--- src/rtl/rf_commit_ctrl_pkg.sv ---
// rf_commit_ctrl_pkg: shared constants and state encoding for the commit sequencer.
package rf_commit_ctrl_pkg;

  localparam int unsigned ROB_INDEX_BIT    = 4;
  localparam int unsigned FLUSH_CYCLES_DEF = 2;
  localparam int unsigned FLUSH_CNT_W      = 4;

  typedef enum logic [1:0] {
    RUN   = 2'd0,
    FLUSH = 2'd1,
    HALT  = 2'd2
  } state_e;

endpackage

--- src/rtl/rf_commit_ctrl_flush_timer.sv ---
// flush_timer: load/decrement counter that owns the RF clear output.
//   clk_i, rst_n_i : clock, async active-low reset
//   en_i           : global advance enable (low freezes everything)
//   load_i         : arm the timer with load_val_i
//   load_val_i     : number of cycles clear is to be held
//   tick_i         : flush in progress this cycle
//   clear_o        : registered clear
//   busy_o         : flush still has edges to go after this one
module flush_timer
  import rf_commit_ctrl_pkg::*;
(
  input  logic                   clk_i,
  input  logic                   rst_n_i,
  input  logic                   en_i,
  input  logic                   load_i,
  input  logic [FLUSH_CNT_W-1:0] load_val_i,
  input  logic                   tick_i,
  output logic                   clear_o,
  output logic                   busy_o
);

  logic [FLUSH_CNT_W-1:0] cnt_q, cnt_d;
  logic                   clear_q, clear_d;

  // First flush edge only raises clear; the count then runs down one per
  // edge and the edge that sees cnt==1 drops clear, giving exactly
  // load_val cycles of clear.
  always_comb begin
    cnt_d   = cnt_q;
    clear_d = clear_q;
    if (load_i) begin
      cnt_d   = load_val_i;
      clear_d = 1'b0;
    end else if (tick_i) begin
      if (!clear_q) begin
        clear_d = 1'b1;
      end else if (cnt_q == FLUSH_CNT_W'(1)) begin
        clear_d = 1'b0;
        cnt_d   = '0;
      end else begin
        cnt_d   = cnt_q - FLUSH_CNT_W'(1);
      end
    end
  end

  always_ff @(posedge clk_i or negedge rst_n_i) begin
    if (!rst_n_i) begin
      cnt_q   <= '0;
      clear_q <= 1'b0;
    end else if (en_i) begin
      cnt_q   <= cnt_d;
      clear_q <= clear_d;
    end
  end

  assign clear_o = clear_q;
  assign busy_o  = (cnt_q != '0) && !(clear_q && (cnt_q == FLUSH_CNT_W'(1)));

endmodule

--- src/rtl/rf_commit_ctrl.sv ---
// rf_commit_ctrl: in-order commit sequencer, ROB head -> RF write/clear port.
//   clk_in, rst_n_in, rdy_in         : clock, async active-low reset, freeze
//   head_*                           : retiring ROB head entry / handshake
//   set_value_id/_value/_rob_id      : registered RF commit write (id 0 = idle)
//   clear, redirect_valid/_pc        : flush and fetch redirect
//   halted                           : sticky halt
//   retired_cnt                      : retire counter, built only with
//                                      `RF_COMMIT_CNT_EN defined, else 0
module rf_commit_ctrl
  import rf_commit_ctrl_pkg::*;
#(
  parameter int unsigned ROB_W        = ROB_INDEX_BIT,
  parameter int unsigned FLUSH_CYCLES = FLUSH_CYCLES_DEF
) (
  input  logic             clk_in,
  input  logic             rst_n_in,
  input  logic             rdy_in,
  input  logic             head_valid,
  output logic             head_ready,
  input  logic [ROB_W-1:0] head_rob_id,
  input  logic [4:0]       head_rd,
  input  logic [31:0]      head_value,
  input  logic             head_mispredict,
  input  logic [31:0]      head_target,
  input  logic             head_halt,
  output logic [4:0]       set_value_id,
  output logic [31:0]      set_value,
  output logic [ROB_W-1:0] set_value_rob_id,
  output logic             clear,
  output logic             redirect_valid,
  output logic [31:0]      redirect_pc,
  output logic             halted,
  output logic [63:0]      retired_cnt
);

  localparam logic [FLUSH_CNT_W-1:0] FLUSH_LOAD = FLUSH_CNT_W'(FLUSH_CYCLES);

  state_e           state_q, state_d;
  logic             accept;
  logic             flush_load;
  logic             flush_busy;
  logic             clear_w;

  logic [4:0]       set_value_id_q;
  logic [31:0]      set_value_q;
  logic [ROB_W-1:0] set_value_rob_id_q;
  logic             redirect_valid_q;
  logic [31:0]      redirect_pc_q;
  logic [31:0]      target_q;
  logic             halted_q;

  assign accept     = head_valid && head_ready;
  // Halt takes precedence over mispredict: no flush is armed.
  assign flush_load = accept && head_mispredict && !head_halt;

  // ---------------- FSM: state register
  always_ff @(posedge clk_in or negedge rst_n_in) begin
    if (!rst_n_in) state_q <= RUN;
    else if (rdy_in) state_q <= state_d;
  end

  // ---------------- FSM: next state
  always_comb begin
    state_d = state_q;
    unique case (state_q)
      RUN: begin
        if (accept && head_halt)  state_d = HALT;
        else if (flush_load)      state_d = FLUSH;
      end
      FLUSH: begin
        if (!flush_busy)          state_d = RUN;
      end
      HALT:                       state_d = HALT;
      default:                    state_d = RUN;
    endcase
  end

  // ---------------- FSM: outputs
  always_comb begin
    head_ready = (state_q == RUN) && rdy_in;
  end

  flush_timer u_flush_timer (
    .clk_i      (clk_in),
    .rst_n_i    (rst_n_in),
    .en_i       (rdy_in),
    .load_i     (flush_load),
    .load_val_i (FLUSH_LOAD),
    .tick_i     (state_q == FLUSH),
    .clear_o    (clear_w),
    .busy_o     (flush_busy)
  );

  // ---------------- commit write / redirect / halt registers
  always_ff @(posedge clk_in or negedge rst_n_in) begin
    if (!rst_n_in) begin
      set_value_id_q     <= '0;
      set_value_q        <= '0;
      set_value_rob_id_q <= '0;
      redirect_valid_q   <= 1'b0;
      redirect_pc_q      <= '0;
      target_q           <= '0;
      halted_q           <= 1'b0;
    end else if (rdy_in) begin
      set_value_id_q <= accept ? head_rd : 5'd0;
      if (accept) begin
        set_value_q        <= head_value;
        set_value_rob_id_q <= head_rob_id;
      end
      if (flush_load) target_q <= head_target;
      // First FLUSH edge is the one where clear has not yet been raised.
      redirect_valid_q <= (state_q == FLUSH) && !clear_w;
      if ((state_q == FLUSH) && !clear_w) redirect_pc_q <= target_q;
      if (accept && head_halt) halted_q <= 1'b1;
    end
  end

`ifdef RF_COMMIT_CNT_EN
  logic [63:0] retired_q;

  always_ff @(posedge clk_in or negedge rst_n_in) begin
    if (!rst_n_in) retired_q <= '0;
    else if (rdy_in && accept) retired_q <= retired_q + 64'd1;
  end

  assign retired_cnt = retired_q;
`else
  assign retired_cnt = '0;
`endif

  assign set_value_id     = set_value_id_q;
  assign set_value        = set_value_q;
  assign set_value_rob_id = set_value_rob_id_q;
  assign clear            = clear_w;
  assign redirect_valid   = redirect_valid_q;
  assign redirect_pc      = redirect_pc_q;
  assign halted           = halted_q;

endmodule
--- config.mk ---
export PLATFORM = sky130hd
export DESIGN_NAME = rf_commit_ctrl
export DESIGN_NICKNAME = d
export VERILOG_FILES = /design/src/rtl/rf_commit_ctrl_pkg.sv /design/src/rtl/rf_commit_ctrl_flush_timer.sv /design/src/rtl/rf_commit_ctrl.sv
export SDC_FILE = /design/constraint.sdc
export NUM_CORES = 1
export LEC_CHECK = 0
export BUFFER_PORTS_ARGS = -buffer_cell sky130_fd_sc_hd__buf_2
export CAP_MARGIN = 40
export CORE_ASPECT_RATIO = 0.7
export CORE_MARGIN = 1.5
export CORE_UTILIZATION = 43
export CTS_CLUSTER_SIZE = 12
export DETAILED_ROUTE_END_ITERATION = 10
export HOLD_SLACK_MARGIN = 0.1
export PLACE_DENSITY = 0.77
export SETUP_SLACK_MARGIN = 0.2
export SYNTH_ARGS = -nofsm -noshare
export SYNTH_HDL_FRONTEND = slang
export SYNTH_SLANG_ARGS = --single-unit
export TNS_END_PERCENT = 30
--- constraint.sdc ---
create_clock -name clk_in -period 1.85 [get_ports clk_in]
set_input_delay 0.37 -clock clk_in [delete_from_list [all_inputs] [get_ports clk_in]]
set_output_delay 0.37 -clock clk_in [all_outputs]
set_load 0.05 [all_outputs]
Yosys cells after proc, flatten, opt, wreduce, memory -nomap -nowiden. Index checks and enable logic that the tools add are counted.

Bits in writable memories: 0. Logic and storage cells: 51. Memories: 0. Bits in latches: 0. Register bits: 114. Memory bits (read-only): 0. Input port bits: 79.

Order comparisons: 0. Equality and inequality tests: 5. Mux-type cells: 13. Reduce and logical (&&, ||, !) cells: 22. Shifts and indexed selects: 0. Divide/modulo/power cells: 0. $add $sub $neg: 1. Multiply operators: 0. Bitwise gates (word level): 0.

Operators with widths (number): 2-to-1 mux 4 bit (4); AND reduction 2 bit (5); logical AND 1 bit (8); 2-to-1 mux 2 bit (3); case mux 2 bit (3 select lines) (1); AND reduction 3 bit (2); 2-to-1 mux 5 bit (1); equality test 4 x 1 -> 1 bit (second input constant) (1); 2-to-1 mux 1 bit (4); nonzero test 2 bit (2); nonzero test 4 bit (1); subtractor 4 x 1 -> 4 bit (second input constant) (1); logical NOT 1 bit (3); != test 3 x 2 -> 1 bit (second input constant) (1); equality test 2 x 1 -> 1 bit (second input constant) (1); equality test 2 bit (second input constant) (1); logical NOT 2 bit (1); != test 2 bit (second input constant) (1).

Depth between registers and ports, before layout.
Depth in word-level cells: 8. Depth in mapped cells: 6.

Cells and area by module. A second synthesis with hierarchy kept.

Cells, all modules: 345. Area, all modules: 4944.7 um2.

Modules (own cells, without submodules): rf_commit_ctrl (area an instance 4581.9 um2, times used 1, cells an instance 306); flush_timer (area an instance 362.8 um2, times used 1, cells an instance 39).

Worst setup path after synthesis. OpenSTA, ideal clock, no wires.

Kind: input-to-output. Start: input port rdy_in. End: output port head_ready. Arrival: 1.501 ns. Stages on the path: 2. Required time: 1.480 ns. Slack: -0.021 ns. Path through: inv_1 nor3_1.

Word-level cells in the longest chain between the ends: 1.

Ends and longest elaborated chain: start, declared (line rf_commit_ctrl.sv:17) `input logic rdy_in,`; logical AND 1 bit (line rf_commit_ctrl.sv:80) `head_ready = (state_q == RUN) && rdy_in;`; end, declared (line rf_commit_ctrl.sv:19) `output logic head_ready,`.

No other way between the ends.

Final worst setup path.
Start: register state_q[1]. End: register redirect_pc_q[21] (netlist: redirect_pc[21]).

Word-level cells in the longest chain between the ends: 3.

Ends and longest elaborated chain: start, declared (line rf_commit_ctrl.sv:38) `state_e state_q, state_d;`; start signal, assigned (line rf_commit_ctrl.sv:59) `else if (rdy_in) state_q <= state_d;`; equality test 2 x 1 -> 1 bit (line rf_commit_ctrl.sv:113) `if ((state_q == FLUSH) && !clear_w) redirect_pc_q <= target_q;`; logical AND 1 bit (line rf_commit_ctrl.sv:113); AND reduction 2 bit (no line); end signal, assigned (line rf_commit_ctrl.sv:113); end, declared (line rf_commit_ctrl.sv:48) `logic [31:0] redirect_pc_q;`.

No other way between the ends. A chain may end at the register's enable or synchronous reset.

==> impl_results.md <==
* Avg WL per Cell at 15.2 um
* Number of synthesized flops with an enable pin at 0
* Switch share at 0.368
* Antenna diodes at 0
* Routed WL at 10,300 um
* Ys Warns at 0
* CTS max path bufs at 2
* P_leak at 3.47 nW
* Final hold vios at 0
* Final std cells w/o fill at 680
* Synthesized cell area at 4890 sq um
* Later-pin clock latency in the skew report at 0.40 ns
* Routing usage on met3 at 0.0601
* Starting Density at 0.443
* # nets final at ~600
* Layout cell share with drive strength beyond 1 at 0.590
* GR Overflow Total at 0
* CTS root buffer: clkbuf_16
* Vias at 3,034
* RSZ-0062 raised after global routing: yes
* Gr usage total at 0.176
* Num rows at 32
* Pins Over Slew Limit at 0
* CORE AREA at around 11,000 sq um
* Commonest cells post-synth: 114 x dfrtp_1, 86 x mux2_2, 64 x buf_4
* CTS sink cnt at 114
* Most instantiated library cell after synthesis: dfrtp_1
* Crit Path Max Fanout at 8
* Largest net degree at the start of global routing at 45
* Die Wd at 131 um
* Main flop type after synthesis: dfrtp_1
* CTS Buf Count at 17
* Outcome: complete, no violations
* Yosys reg bits at roughly 110
* Fin crit share at 0.897
* Post-synth top area share at 0.583
* Sequential power share at 0.337
* Reg clk slew, reported paths at roughly 0.05 ns
* Die span in y at ~90 um
* Synth Instances at 333
* Worst Hold Class: input port to flop
* Combinational Power Share at 0.330
* Final RePlAce weighted congestion at between 0.6 and 0.7
* M2 GR Usage at 0.279
* Largest area contributor in the netlist: dfrtp_1
* Initial antenna violation count at 0
* Total power at 10.8 mW
* Share of the yosys chip area belonging to registers at 0.583
* Final setup fails at 0
* P_int at around 6.8 mW
* First-pass GRT wire length at 15,800 um
* Via density at 4.46
* P_sw at 3.97 mW
* Initial DRC Count at 101
* DRC Markers at 0
* DRT antenna net count at 0
* Area growth from synthesis to layout at 35.7%
* Crit path kind: flop to flop
* Final core occ at 0.601
* Tmin final at around 1.7 ns
* Peak VDD IR at 1.03 mV
* GR Layer Usage met1 at 0.231
* CP Launch Type: flop
* Power Density at between 1500 and 2000 nW/um^2
* Synth cell types at 29
* Die footprint at 12,000 sq um
* DPL Wire Length at 6930 um
* Crit path capture type: flop
* Top Usage Layer GRT: met2
* Synth Area per Inst at roughly 15 sq um
* Synth async-reset ratio at 1.00
* Skew final at 0.00507 ns
* # Max-Cap Violations at 0
* Required time worst endpoint at 2.13 ns
* Buffers on Ports at between 150 and 200
* TritonRoute pass-1 iters at 4
* I/O pins at 220
* Top cells by area, synth: dfrtp_1 58%, mux2_2 20%, buf_4 9.8%
* CTS tree: built
* Max Fclk at 603 MHz
* DP Cell Count at 638
* Setup TNS at 0 ns
* CP Data Arrival Time at around 1.9 ns
* Clk network pwr share at 0.333
* Vias in the first global route at 3,081
* H-tree Lvls at 4
critical path, cell delays in order (launching register included):
cell     delay [ns]
dfrtp_1        0.40
buf_6          0.14
and3b_2        0.23
nor2b_4        0.16
buf_6          0.15
buf_16         0.15
mux2_4         0.30
registers in the layout (all words and copies together), names as in the netlist:
name / cells
u_flush_timer.clear_o: 1
redirect_valid: 1
state_q: 2
u_flush_timer.cnt_q: 4
halted: 1
redirect_pc: 32
set_value_rob_id: 4
set_value: 32
target_q: 32
set_value_id: 5
layout by cell type (no fill, tap or decap), types with 2 or more instances in the layout:
| master | instances |
|---|---|
| a211o_1 | 2 |
| a21o_1 | 3 |
| a21oi_1 | 4 |
| a22o_1 | 5 |
| buf_12 | 5 |
| buf_16 | 3 |
| buf_2 | 153 |
| buf_4 | 8 |
| buf_6 | 6 |
| bufinv_16 | 5 |
| clkbuf_16 | 18 |
| clkbuf_8 | 4 |
| clkinv_2 | 2 |
| conb_1 | 64 |
| dfrtp_1 | 114 |
| ha_1 | 2 |
| inv_1 | 5 |
| mux2_2 | 60 |
| mux2_4 | 40 |
| nor2_1 | 2 |
| o21ai_0 | 2 |
| or4_1 | 2 |
metal layers:
metal,wire (um),up-vias
li1,-,1396
met1,4680,1529
met2,5000,102
met3,575,7
met4,87,0
met5,0,-
what timing repair did:
action,4_1_cts,5_1_grt
resized for setup,10,28
hold buffers,1,0
hold endpoints to repair,13,0
pin swaps,1,1
endpoints found under the setup margin,92,50
setup buffers,5,1
cloned,3,1
metrics by stage:
stage	worst slack, ns	cell area (sq um)	hold slack, ns
finish	0.191	6640	0.186
global route	0.129	6640	0.180
CTS	0.144	6500	0.172
detailed placement	0.138	5690	0.259
global placement	0.178	5690	0.247
floorplan	0.168	5140	0.0744
power groups by stage:
| stage | sequential (mW) | combinational (mW) | clock, mW |
|---|---|---|---|
| finish | 3.63 | 3.56 | 3.59 |
| detailed placement | 3.66 | 3.54 | 0 |
| global placement | 3.60 | 3.48 | 0 |
| global route | 3.74 | 3.72 | 3.79 |
| CTS | 3.63 | 3.55 | 3.67 |
| floorplan | 5.27 | 1.16 | 0 |
cell type report:
cell class | instances | area, sq um
well taps | 153 | 191
clock buffers | 22 | 484
inverters | 5 | 18.8
repair buffers | 177 | 1110
fillers | 904 | 4410
flip-flops and latches | 114 | 2850
multi-input cells | 200 | 1810
clock inverters | 9 | 176
cells by family (layout without fill, tap and decap cells):
group           count (synthesis)  in the layout  share of synthesized area
fa+ha+maj                       2              2                    0.00511
other cells                     1             64                   0.000766
compound gates                 19             19                     0.0276
mux                           100            100                      0.241
flops                         114            114                      0.583
simple gates                   15             15                     0.0225
buf+inv                        82            213                      0.120
path summary, 6_finish.rpt:
kind                                        startpoint                          end  slack (ns)  cells after the start
worst min-delay path                        head_rd[0]  set_value_id[0]$_DFFE_PN0P_        0.19                      2
min in group asynchronous                     rst_n_in     target_q[10]$_DFFE_PN0P_        0.38                      2
max in group asynchronous                     rst_n_in    set_value[18]$_DFFE_PN0P_        0.90                      3
worst max register to register  state_q[1]$_DFFE_PN0P_  redirect_pc[21]$_DFFE_PN0P_        0.19                      6
worst min register to register      halted$_DFFE_PN0P_           halted$_DFFE_PN0P_        0.46                      1
worst max-delay path            state_q[1]$_DFFE_PN0P_  redirect_pc[21]$_DFFE_PN0P_        0.19                      6
No activity file was read; power rests on OpenSTA's default activity.
